[config.mk]
export PLATFORM = sky130hd
export DESIGN_NAME = multi_arbiter_flat
export DESIGN_NICKNAME = d
export VERILOG_FILES = /design/src/rtl/multi_arbiter_if.sv /design/src/rtl/multi_arbiter.sv /design/src/flat_wrapper.sv
export SDC_FILE = /design/constraint.sdc
export NUM_CORES = 1
export LEC_CHECK = 0
export ABC_AREA = 1
export BUFFER_PORTS_ARGS = -buffer_cell sky130_fd_sc_hd__buf_2
export CORE_ASPECT_RATIO = 0.5
export CORE_MARGIN = 2
export CORE_UTILIZATION = 36
export CTS_CLUSTER_SIZE = 30
export DETAILED_ROUTE_END_ITERATION = 6
export PLACE_DENSITY = 0.55
export SYNTH_ARGS = -nofsm -noshare
export SYNTH_HDL_FRONTEND = slang
export SYNTH_SLANG_ARGS = --single-unit
[constraint.sdc]
create_clock -name clk -period 8.8 [get_ports clk]
set_input_delay 0.88 -clock clk [delete_from_list [all_inputs] [get_ports clk]]
set_output_delay 0.88 -clock clk [all_outputs]
set_load 0.1 [all_outputs]
[src/rtl/multi_arbiter_if.sv]
// multi_arbiter_if: handshake and data bundle between two operand producers,
// one result consumer and the multi_arbiter.
//   slave  : the arbiter side
//   master : the producer/consumer side
interface multi_arbiter_if;
   logic        req0_valid;
   logic [15:0] req0_a;
   logic [15:0] req0_b;
   logic        req0_ready;
   logic        req1_valid;
   logic [15:0] req1_a;
   logic [15:0] req1_b;
   logic        req1_ready;
   logic        res_valid;
   logic [31:0] res_data;
   logic        res_id;
   logic        res_ready;
   logic        busy;

   modport slave (
      input  req0_valid, req0_a, req0_b,
      input  req1_valid, req1_a, req1_b,
      input  res_ready,
      output req0_ready, req1_ready,
      output res_valid, res_data, res_id,
      output busy
   );

   modport master (
      output req0_valid, req0_a, req0_b,
      output req1_valid, req1_a, req1_b,
      output res_ready,
      input  req0_ready, req1_ready,
      input  res_valid, res_data, res_id,
      input  busy
   );
endinterface

[src/rtl/multi_arbiter.sv]
// multi_arbiter: shares one combinational signed 16x16 multiplier (multi_top)
// between two requesters with round-robin arbitration. Operands are held
// stable on the multiplier for CALC_CYCLES clocks (multicycle path), then the
// product is captured, tagged with the requester id and held until accepted.
// Optional feature macro: MULTI_ARB_STATS_EN adds saturating per-requester
// accepted-transfer counters on ports grant_cnt0 / grant_cnt1.

module multi_top (
   input  logic [15:0] a,
   input  logic [15:0] b,
   output logic [31:0] out
);
   logic signed [31:0] a_ext_s;
   logic signed [31:0] b_ext_s;

   // Sign-extend both operands; the low 32 bits of the product are exact.
   always_comb begin
      a_ext_s = {{16{a[15]}}, a};
      b_ext_s = {{16{b[15]}}, b};
      out     = a_ext_s * b_ext_s;
   end
endmodule

module multi_arbiter #(
   parameter int CALC_CYCLES = 1
) (
   input  logic             clk,
   input  logic             rst_n,
   multi_arbiter_if.slave   bus
`ifdef MULTI_ARB_STATS_EN
   ,
   output logic [15:0]      grant_cnt0,
   output logic [15:0]      grant_cnt1
`endif
);

   generate
      if ((CALC_CYCLES < 1) || (CALC_CYCLES > 15)) begin : g_bad_calc_cycles
         $error("multi_arbiter: CALC_CYCLES must be in 1..15");
      end
   endgenerate

   localparam logic [1:0] ST_IDLE  = 2'd0;
   localparam logic [1:0] ST_CALC  = 2'd1;
   localparam logic [1:0] ST_HOLD  = 2'd2;
   localparam logic [3:0] CNT_INIT = 4'(CALC_CYCLES - 1);

   logic [1:0]  state_q,     state_d;
   logic        rr_last_q,   rr_last_d;
   logic [15:0] op_a_q,      op_a_d;
   logic [15:0] op_b_q,      op_b_d;
   logic        id_q,        id_d;
   logic [3:0]  cnt_q,       cnt_d;
   logic        res_valid_q, res_valid_d;
   logic [31:0] res_data_q,  res_data_d;
   logic        res_id_q,    res_id_d;
   logic        busy_q,      busy_d;

   logic        gnt_valid_s;
   logic        gnt_id_s;
   logic [15:0] gnt_a_s;
   logic [15:0] gnt_b_s;
   logic [31:0] mul_out_s;

   // The multiplier only ever sees the registered operands, so its inputs are
   // stable for the whole CALC window.
   multi_top u_multi_top (
      .a   (op_a_q),
      .b   (op_b_q),
      .out (mul_out_s)
   );

   // Round-robin grant, only offered in IDLE; on contention the requester
   // that did not win last time is chosen.
   always_comb begin
      gnt_valid_s = 1'b0;
      gnt_id_s    = 1'b0;
      if (state_q == ST_IDLE) begin
         if (bus.req0_valid && bus.req1_valid) begin
            gnt_valid_s = 1'b1;
            gnt_id_s    = ~rr_last_q;
         end else if (bus.req0_valid) begin
            gnt_valid_s = 1'b1;
            gnt_id_s    = 1'b0;
         end else if (bus.req1_valid) begin
            gnt_valid_s = 1'b1;
            gnt_id_s    = 1'b1;
         end else begin
            gnt_valid_s = 1'b0;
            gnt_id_s    = 1'b0;
         end
      end else begin
         gnt_valid_s = 1'b0;
         gnt_id_s    = 1'b0;
      end
   end

   // Operand select for the granted requester.
   always_comb begin
      if (gnt_id_s) begin
         gnt_a_s = bus.req1_a;
         gnt_b_s = bus.req1_b;
      end else begin
         gnt_a_s = bus.req0_a;
         gnt_b_s = bus.req0_b;
      end
   end

   // Ready is the grant itself; gated by rst_n so it reads 0 while in reset.
   assign bus.req0_ready = rst_n & gnt_valid_s & ~gnt_id_s;
   assign bus.req1_ready = rst_n & gnt_valid_s &  gnt_id_s;

   // FSM next-state: IDLE accepts, CALC counts down the multicycle window,
   // HOLD presents the result until the consumer takes it.
   always_comb begin
      state_d     = state_q;
      rr_last_d   = rr_last_q;
      op_a_d      = op_a_q;
      op_b_d      = op_b_q;
      id_d        = id_q;
      cnt_d       = cnt_q;
      res_valid_d = res_valid_q;
      res_data_d  = res_data_q;
      res_id_d    = res_id_q;
      case (state_q)
         ST_IDLE: begin
            if (gnt_valid_s) begin
               op_a_d    = gnt_a_s;
               op_b_d    = gnt_b_s;
               id_d      = gnt_id_s;
               rr_last_d = gnt_id_s;
               cnt_d     = CNT_INIT;
               state_d   = ST_CALC;
            end else begin
               state_d   = ST_IDLE;
            end
         end
         ST_CALC: begin
            if (cnt_q != 4'd0) begin
               cnt_d       = cnt_q - 4'd1;
            end else begin
               res_data_d  = mul_out_s;
               res_id_d    = id_q;
               res_valid_d = 1'b1;
               state_d     = ST_HOLD;
            end
         end
         ST_HOLD: begin
            if (bus.res_ready) begin
               res_valid_d = 1'b0;
               state_d     = ST_IDLE;
            end else begin
               state_d     = ST_HOLD;
            end
         end
         default: begin
            res_valid_d = 1'b0;
            state_d     = ST_IDLE;
         end
      endcase
      busy_d = (state_d == ST_CALC) || (state_d == ST_HOLD);
   end

   // State and output registers; async reset discards any transaction in flight.
   always_ff @(posedge clk or negedge rst_n) begin
      if (!rst_n) begin
         state_q     <= ST_IDLE;
         rr_last_q   <= 1'b1;
         op_a_q      <= 16'd0;
         op_b_q      <= 16'd0;
         id_q        <= 1'b0;
         cnt_q       <= 4'd0;
         res_valid_q <= 1'b0;
         res_data_q  <= 32'd0;
         res_id_q    <= 1'b0;
         busy_q      <= 1'b0;
      end else begin
         state_q     <= state_d;
         rr_last_q   <= rr_last_d;
         op_a_q      <= op_a_d;
         op_b_q      <= op_b_d;
         id_q        <= id_d;
         cnt_q       <= cnt_d;
         res_valid_q <= res_valid_d;
         res_data_q  <= res_data_d;
         res_id_q    <= res_id_d;
         busy_q      <= busy_d;
      end
   end

   assign bus.res_valid = res_valid_q;
   assign bus.res_data  = res_data_q;
   assign bus.res_id    = res_id_q;
   assign bus.busy      = busy_q;

`ifdef MULTI_ARB_STATS_EN
   logic [15:0] grant_cnt0_q, grant_cnt0_d;
   logic [15:0] grant_cnt1_q, grant_cnt1_d;

   // Saturating count of accepted transfers per requester.
   always_comb begin
      grant_cnt0_d = grant_cnt0_q;
      grant_cnt1_d = grant_cnt1_q;
      if (gnt_valid_s && !gnt_id_s && (grant_cnt0_q != 16'hFFFF)) begin
         grant_cnt0_d = grant_cnt0_q + 16'd1;
      end else begin
         grant_cnt0_d = grant_cnt0_q;
      end
      if (gnt_valid_s && gnt_id_s && (grant_cnt1_q != 16'hFFFF)) begin
         grant_cnt1_d = grant_cnt1_q + 16'd1;
      end else begin
         grant_cnt1_d = grant_cnt1_q;
      end
   end

   // Counter registers.
   always_ff @(posedge clk or negedge rst_n) begin
      if (!rst_n) begin
         grant_cnt0_q <= 16'd0;
         grant_cnt1_q <= 16'd0;
      end else begin
         grant_cnt0_q <= grant_cnt0_d;
         grant_cnt1_q <= grant_cnt1_d;
      end
   end

   assign grant_cnt0 = grant_cnt0_q;
   assign grant_cnt1 = grant_cnt1_q;
`endif

endmodule

[src/flat_wrapper.sv]
// flat-port wrapper written by rule: the top's interface ports become plain ports
module multi_arbiter_flat 
#(
   parameter int CALC_CYCLES = 1
)
  (clk, rst_n, bus_req0_valid, bus_req0_a, bus_req0_b, bus_req1_valid, bus_req1_a, bus_req1_b, bus_res_ready, bus_req0_ready, bus_req1_ready, bus_res_valid, bus_res_data, bus_res_id, bus_busy);
  multi_arbiter_if bus_i ();
  input  logic clk;
  input  logic rst_n;
  input wire logic [$bits(bus_i.req0_valid)-1:0] bus_req0_valid;
  input wire logic [$bits(bus_i.req0_a)-1:0] bus_req0_a;
  input wire logic [$bits(bus_i.req0_b)-1:0] bus_req0_b;
  input wire logic [$bits(bus_i.req1_valid)-1:0] bus_req1_valid;
  input wire logic [$bits(bus_i.req1_a)-1:0] bus_req1_a;
  input wire logic [$bits(bus_i.req1_b)-1:0] bus_req1_b;
  input wire logic [$bits(bus_i.res_ready)-1:0] bus_res_ready;
  output wire logic [$bits(bus_i.req0_ready)-1:0] bus_req0_ready;
  output wire logic [$bits(bus_i.req1_ready)-1:0] bus_req1_ready;
  output wire logic [$bits(bus_i.res_valid)-1:0] bus_res_valid;
  output wire logic [$bits(bus_i.res_data)-1:0] bus_res_data;
  output wire logic [$bits(bus_i.res_id)-1:0] bus_res_id;
  output wire logic [$bits(bus_i.busy)-1:0] bus_busy;
  assign bus_i.req0_valid = bus_req0_valid;
  assign bus_i.req0_a = bus_req0_a;
  assign bus_i.req0_b = bus_req0_b;
  assign bus_i.req1_valid = bus_req1_valid;
  assign bus_i.req1_a = bus_req1_a;
  assign bus_i.req1_b = bus_req1_b;
  assign bus_i.res_ready = bus_res_ready;
  assign bus_req0_ready = bus_i.req0_ready;
  assign bus_req1_ready = bus_i.req1_ready;
  assign bus_res_valid = bus_i.res_valid;
  assign bus_res_data = bus_i.res_data;
  assign bus_res_id = bus_i.res_id;
  assign bus_busy = bus_i.busy;
  multi_arbiter #(.CALC_CYCLES(CALC_CYCLES)) u_core (.clk(clk), .rst_n(rst_n), .bus(bus_i));
endmodule
==> results.py, run 1 <==
metrics = {
    "yosys": {
        "async_reset_ff_frac": 1.00,
        "synth_top_family_by_area": "adder cells",
        "synth-xor-area-share": 0.00806,
        "seq_area_frac_synth": 0.133,
        "postSynthAreaPerCell_sq_um": 7.59,
        "yosys.area_share.simple": 0.200,
        "synth_area_sq_mm": 0.0141,
        "synth_fp_nets": 2277,
        "yosysWarnings": 0,
        "synth.area.mux_share": 0,
        "synth_edf_count": 0,
        "synth_seq_cells": 75,
        "synth-compound-area-share": 0.0459,
        "synth_cell_types": 38,
        "synthesis.instances": 1862,
        "synthFlopType": "dfrtp_1",
        "synth_fa_ha_area_frac": 0.446,
    },
    "sta": {
        "setup_tns_ns": 0,
        "relSlewSlack": 0.278,
        "max_freq_ghz": 0.158,
        "skew_ns": 0.00774,
        "rsz0062_at_grt": "false",
        "setup_violations": 0,
        "timing_hold_violations_final": 0,
        "max_slew.worst_pin.slew_ns": 1.08,
        "setup_ws_ns": 2.48,
        "fin_hold_ws_ns": 0.473,
        "period_minus_slack_ns": 6.32,
        "slew_viol_final": 0,
        "period_share": 0.719,
    },
    "setup_path": {
        "crit_type": "reg -> reg",
        "path_max_fanout": 17,
        "end_kind": "register",
        "ff2ff_path_depth": 20,
        "timing.critical_path.buf_inv": 3,
        "endpoint": "u_core.bus.res_data[28]",
        "rr_endpoint": "u_core.bus.res_data[28]",
        "slowest_stage": "dfrtp_1",
        "cpMostUsedCell": "fa_1",
        "required_ns": 9.04,
        "arrival_ns": 6.56,
        "start_kind": "register",
        "crit_start": "u_core.op_b_q[2]",
        "crit_family": "adder cells",
        "cp_cell_sequence": "nand2_1 > inv_1 > fa_1 > fa_1 > inv_1 > fa_1 > fa_1 > fa_1 > fa_1 > inv_1 > ha_1 > nand2_2 > nor2_1 > nand2_1 > nor3_1 > nand2_1 > nand3_1 > nand2_1 > nand3_1 > nand2_1",
        "slowest_delay_ns": 0.81,
        "r2r-start": "u_core.op_b_q[2]",
        "rrSetupSlack_ns": 2.48,
        "path_depth": 20,
    },
    "cts": {
        "cts_max_level": 3,
        "clk_pin_slew_ns": 0.07,
        "cts-resized-gates": 0,
        "cts_tree": "done",
        "cts_sinks": 75,
        "cts_buffers": 9,
        "worstSkewPairLatency_ns": 0.36,
        "cts_setup_buffers": 0,
        "cts.hold.buffers_added": 0,
        "root_buffer": "clkbuf_16",
        "cts_buffer_depth": 2,
    },
    "placed_design": {
        "place_ws_ns": 2.50,
        "routabilityCongestion": 0.905,
        "io_buffers": 105,
        "hpwl_microns": 29200,
    },
    "drt": {
        "vias": 11187,
        "drcViolationCount": 0,
        "detail_route.wl_per_cell_microns": 14.6,
        "viasPerCell": 4.59,
        "drtPass1Iterations": 5,
        "drt.antenna.violating_nets": 0,
        "drt_iter0_drc": 827,
        "finalWirelength_microns": 35400,
    },
    "grt": {
        "gr-usage-all-layers": 0.186,
        "overflow": 0,
        "grt_pass1_wl_microns": 60000,
        "antenna_found_initial": 0,
        "grt_start_max_net_pins": 77,
        "grt_pass1_vias": 11624,
    },
    "floorplanning": {
        "core_sq_mm": 0.0388,
        "rows": 51,
        "ioPinCount": 106,
        "dieHeight_microns": 144,
        "die_w_microns": 284,
        "die_area_sq_mm": 0.0409,
        "initial_utilization": 0.364,
    },
    "outcome": {
        "status": "completed",
    },
    "finish": {
        "synthToLayoutAreaGrowth_pct": 8.73,
        "drive_gt1_frac": 0.0824,
        "fin_nets": 2315,
        "diodes": 0,
        "fin_util": 0.396,
    },
    "hold_path": {
        "min_path_type": "reg -> reg",
    },
    "run": {
        "maxCapViolCount": 0,
    },
}
==> final cells by class <==
| class | count | area [sq um] |
|---|---|---|
| clock buffer | 9 | 225 |
| inverter | 539 | 2030 |
| multi-input combinational | 1167 | 9880 |
| clock inverter | 7 | 130 |
| fill | 4168 | 23400 |
| sequential | 75 | 1880 |
| tap | 530 | 663 |
| timing repair buffer | 108 | 551 |
==> cells in the mapped netlist (2+ instances only) <==
| cell | number | area share |
|---|---|---|
| nor2_2 | 5 | 0.0022 |
| nand2_2 | 5 | 0.0022 |
| buf_4 | 3 | 0.0016 |
| inv_4 | 2 | 0.00089 |
| nand2_1 | 514 | 0.14 |
| inv_1 | 534 | 0.14 |
| dfrtp_1 | 74 | 0.13 |
| xor2_1 | 3 | 0.0019 |
| buf_2 | 10 | 0.0035 |
| a21oi_1 | 21 | 0.0074 |
| o21ai_0 | 63 | 0.022 |
| nand3b_1 | 3 | 0.0016 |
| inv_2 | 3 | 0.00080 |
| o21bai_1 | 4 | 0.0021 |
| nor3_1 | 7 | 0.0025 |
| fa_1 | 262 | 0.37 |
| clkbuf_1 | 67 | 0.018 |
| o21ai_1 | 15 | 0.0053 |
| nor2_4 | 2 | 0.0016 |
| nand3_1 | 46 | 0.016 |
| nor3_2 | 4 | 0.0028 |
| ha_1 | 84 | 0.074 |
| o31ai_1 | 2 | 0.0011 |
| nand3_2 | 5 | 0.0035 |
| nor2_1 | 82 | 0.022 |
| o22ai_1 | 8 | 0.0035 |
| nand4_1 | 14 | 0.0062 |
| xnor2_1 | 10 | 0.0062 |
==> per-stage QoR <==
stage,cells,area [sq um]
CTS,2435,15400
detailed placement,2419,15000
floorplan,1862,14100
global placement,2419,15000
finish,2435,15400
global route,2435,15400
==> logic make-up after synthesis <==
logic type / count (synthesis)
fa+ha+maj: 346
xor+xnor: 13
simple gates: 690
buf+inv: 620
flops: 75
compound gates: 118
==> worst min-delay path by stage <==
| stage | from | endpoint | slack (ns) | cells after the start |
|---|---|---|---|---|
| after floorplan | u_core.rr_last_q | u_core.rr_last_q | 0.45 | 2 |
| after global placement | u_core.bus.res_data[24] | u_core.bus.res_data[24] | 0.46 | 2 |
| after detailed placement | u_core.bus.res_data[21] | u_core.bus.res_data[21] | 0.46 | 2 |
| after CTS | u_core.rr_last_q | u_core.rr_last_q | 0.47 | 2 |
| after global routing | u_core.rr_last_q | u_core.rr_last_q | 0.50 | 2 |
| final | u_core.rr_last_q | u_core.rr_last_q | 0.47 | 2 |
==> sequential cells by signal, indices dropped and copies added, names as in the netlist <==
signal,flops
u_core.bus.busy,1
u_core.bus.res_data,32
u_core.bus.res_id,1
u_core.bus.res_valid,1
u_core.cnt_q,4
u_core.id_q,1
u_core.op_a_q,16
u_core.op_b_q,16
u_core.rr_last_q,1
u_core.state_q,2
==> placed cells by master (no fill, tap or decap), types with 7 or more instances in the layout <==
| cell | n |
|---|---|
| nand2_1 | 513 |
| inv_1 | 534 |
| nor3_1 | 7 |
| o21ai_1 | 15 |
| o21ai_0 | 63 |
| o22ai_1 | 8 |
| dfrtp_1 | 74 |
| ha_1 | 84 |
| nor2_1 | 82 |
| nand4_1 | 14 |
| clkbuf_16 | 9 |
| nand3_1 | 46 |
| buf_2 | 104 |
| a21oi_1 | 21 |
| fa_1 | 262 |
| xnor2_1 | 10 |
==> metal layers <==
layer  global-route usage  share of wire  vias up
met2                0.316           0.47      240
met1                0.252           0.46     5539
met4               0.0454          0.018        0
met3               0.0271          0.050       34
met5                    0              0        -
li1                     -              -     5374
==> worst reg2reg max path, delay by kind of cell (launching register included) <==
family	cells	cell delay (ns)
fa+ha+maj	7	3.69
simple gates	10	1.34
flops	1	0.81
buf+inv	3	0.36
Power of run 1 is left out: the tool's default activity adds up to more than one toggle a clock period on the data nets, which glitch-free logic cannot reach.
==> run 2: changes to the inputs <==
--- a/config.mk
+++ b/config.mk
@@ -12,7 +12,7 @@
 export CORE_UTILIZATION = 36
 export CTS_CLUSTER_SIZE = 30
 export DETAILED_ROUTE_END_ITERATION = 6
-export PLACE_DENSITY = 0.55
+export PLACE_DENSITY = 0.57
 export SYNTH_ARGS = -nofsm -noshare
 export SYNTH_HDL_FRONTEND = slang
 export SYNTH_SLANG_ARGS = --single-unit
==> constraint.sdc (replaced) <==
create_clock -name clk -period 5.7 [get_ports clk]
set_input_delay 0.57 -clock clk [delete_from_list [all_inputs] [get_ports clk]]
set_output_delay 0.57 -clock clk [all_outputs]
set_load 0.1 [all_outputs]
==> run 2 against run 1 <==
  * Global-route usage is 0.11 points lower
  * Flip-flop and latch count stayed put
  * Register-to-register slack worse by 2.3 ns
  * Count of clock-buffer cells in the layout is 1 higher
  * Critical path depth is 5 higher
  * Wire length hardly changed
  * Utilization is 2.4 points higher
  * Clock skew is 0.0021 ns higher
  * Setup slack worse by 2.3 ns
  * First-iteration DRC count is 14% lower
  * Hold slack worse by 0.42 ns
  * Fmax is 14% higher
  * Critical endpoint is now u_core.bus.res_data[22]
==> results.py, run 2 (synthesis gave the netlist of run 1 again) <==
metrics = {
    "outcome": {
        "status": "completed",
    },
    "placed_design": {
        "dp_cells": 2483,
        "io_buffers": 105,
        "hpwl_microns": 29800,
        "postPlaceCellArea_sq_mm": 0.0155,
        "routabilityCongestion": 0.922,
    },
    "finish": {
        "final_common_cell": "inv_1",
        "largest_reg_flops": 32,
        "fill_cells": 4002,
        "final_cells": 2512,
        "synthToLayoutAreaGrowth_pct": 15.2,
        "finish.instance_area_sq_mm": 0.0163,
        "drive_gt1_frac": 0.163,
        "diodes": 0,
        "mostFrequentLayoutCells": "inv_1, nand2_1, fa_1",
        "fin_nets": 2392,
    },
    "floorplanning": {
        "die_area_sq_mm": 0.0409,
        "ioPinCount": 106,
        "die_w_microns": 284,
        "initial_utilization": 0.364,
        "dieHeight_microns": 144,
        "rows": 51,
        "core_sq_mm": 0.0388,
    },
    "setup_path": {
        "crit_family": "adder cells",
        "path_max_fanout": 6,
        "timing.critical_path.buf_inv": 9,
        "required_ns": 5.94,
        "end_kind": "register",
        "slowest_stage": "fa_1",
        "arrival_ns": 5.78,
        "rrSetupSlack_ns": 0.16,
        "crit_type": "reg -> reg",
        "slowest_delay_ns": 0.53,
        "start_kind": "register",
    },
    "drt": {
        "vias": 11433,
        "drt_iter0_drc": 712,
        "drcViolationCount": 0,
        "drtPass1Iterations": 6,
        "detail_route.wl_per_cell_microns": 14.1,
        "viasPerCell": 4.55,
        "drt.antenna.violating_nets": 0,
        "finalWirelength_microns": 35400,
    },
    "grt": {
        "antenna_found_initial": 0,
        "grt_start_max_net_pins": 63,
        "overflow": 0,
        "gr-usage-all-layers": 0.185,
        "grt_pass1_wl_microns": 59900,
        "grt_pass1_vias": 12057,
    },
    "sta": {
        "period_share": 0.972,
        "max_freq_ghz": 0.181,
        "fin_hold_ws_ns": 0.0491,
        "setup_tns_ns": 0,
        "max_slew.worst_pin.slew_ns": 1.15,
        "relSlewSlack": 0.232,
        "skew_ns": 0.00980,
        "slew_viol_final": 0,
        "setup_violations": 0,
        "timing_hold_violations_final": 0,
        "period_minus_slack_ns": 5.54,
    },
    "cts": {
        "cts_max_level": 3,
        "root_buffer": "clkbuf_16",
        "cts_tree": "done",
        "cts_buffer_depth": 2,
        "clk_pin_slew_ns": 0.07,
        "cts_buffers": 9,
        "worstSkewPairLatency_ns": 0.36,
        "cts_sinks": 75,
        "cts.hold.buffers_added": 0,
    },
    "run": {
        "maxCapViolCount": 0,
    },
    "hold_path": {
        "min_path_type": "in -> async",
    },
}
==> run 2: cell count changes in the layout (fill, tap and decap cells not counted), moves of 12 or more <==
cell,before,now
buf_4,4,77
dfrtp_1,74,51
dfrtp_2,0,23
ha_1,84,64
nor2_1,82,65
ha_4,0,16
nand2_1,513,501
nand2_2,6,18
nor2_2,5,17
==> run 2: metrics by stage <==
stage                      util  setup slack (ns)
after floorplan               -             0.128
after global placement    0.399            -0.139
after detailed placement  0.399            -0.212
after CTS                 0.408           0.00181
after global routing      0.420           -0.0457
final                     0.420             0.162
==> run 2: path summary, 6_finish.rpt <==
| check | endpoint | start | depth (start not counted) |
|---|---|---|---|
| min in group clk | u_core.op_a_q[5] | bus_req0_a[5] | 3 |
| max in group asynchronous | u_core.op_b_q[7] | rst_n | 2 |
| max reg2reg | u_core.bus.res_data[22] | u_core.op_b_q[4] | 25 |
| max | u_core.bus.res_data[22] | u_core.op_b_q[4] | 25 |
| min | u_core.cnt_q[0] | rst_n | 1 |
| min reg2reg | u_core.rr_last_q | u_core.rr_last_q | 2 |
==> run 2: worst reg2reg max path: stages (launching register included) <==
cell and delay, ns:
dfrtp_2 0.43, buf_12 0.14, buf_4 0.13, nand2_1 0.05, inv_1 0.05, fa_1 0.53, inv_1 0.06, fa_1 0.45
fa_1 0.51, inv_1 0.05, fa_1 0.49, fa_1 0.49, inv_1 0.05, fa_1 0.47, inv_1 0.06, ha_4 0.29
nand2_2 0.08, nor2_2 0.12, inv_1 0.07, buf_4 0.16, nor2_4 0.11, nand4_1 0.23, nand3_1 0.17, nand2_1 0.06
nand3_1 0.08, nand2_1 0.07
==> run 2: area by class of cell <==
cell class	count	area, sq um	share of cell area
clock inverters	6	72.6	0.00446
inverters	539	2030	0.125
clock buffers	10	229	0.0141
multi-input cells	1167	10200	0.627
repair buffers	185	1170	0.0716
well taps	530	663	0.0407
flip-flops and latches	75	1910	0.117
==> run 2: what timing repair did <==
item | 4_1_cts | 5_1_grt
setup endpoints to repair | 8 | 18
pin swaps | 2 | 13
gates resized for setup | 10 | 99
setup buffers | 0 | 13
==> run 2: routing by layer <==
| metal | wire length, microns | up-vias | track usage |
|---|---|---|---|
| met3 | 2160 | 31 | 0.0374 |
| met1 | 16200 | 5614 | 0.247 |
| li1 | - | 5540 | - |
| met4 | 495 | 0 | 0.0382 |
| met2 | 16600 | 248 | 0.314 |
| met5 | 0 | - | 0 |
Power of run 2 is left out for the same reason.
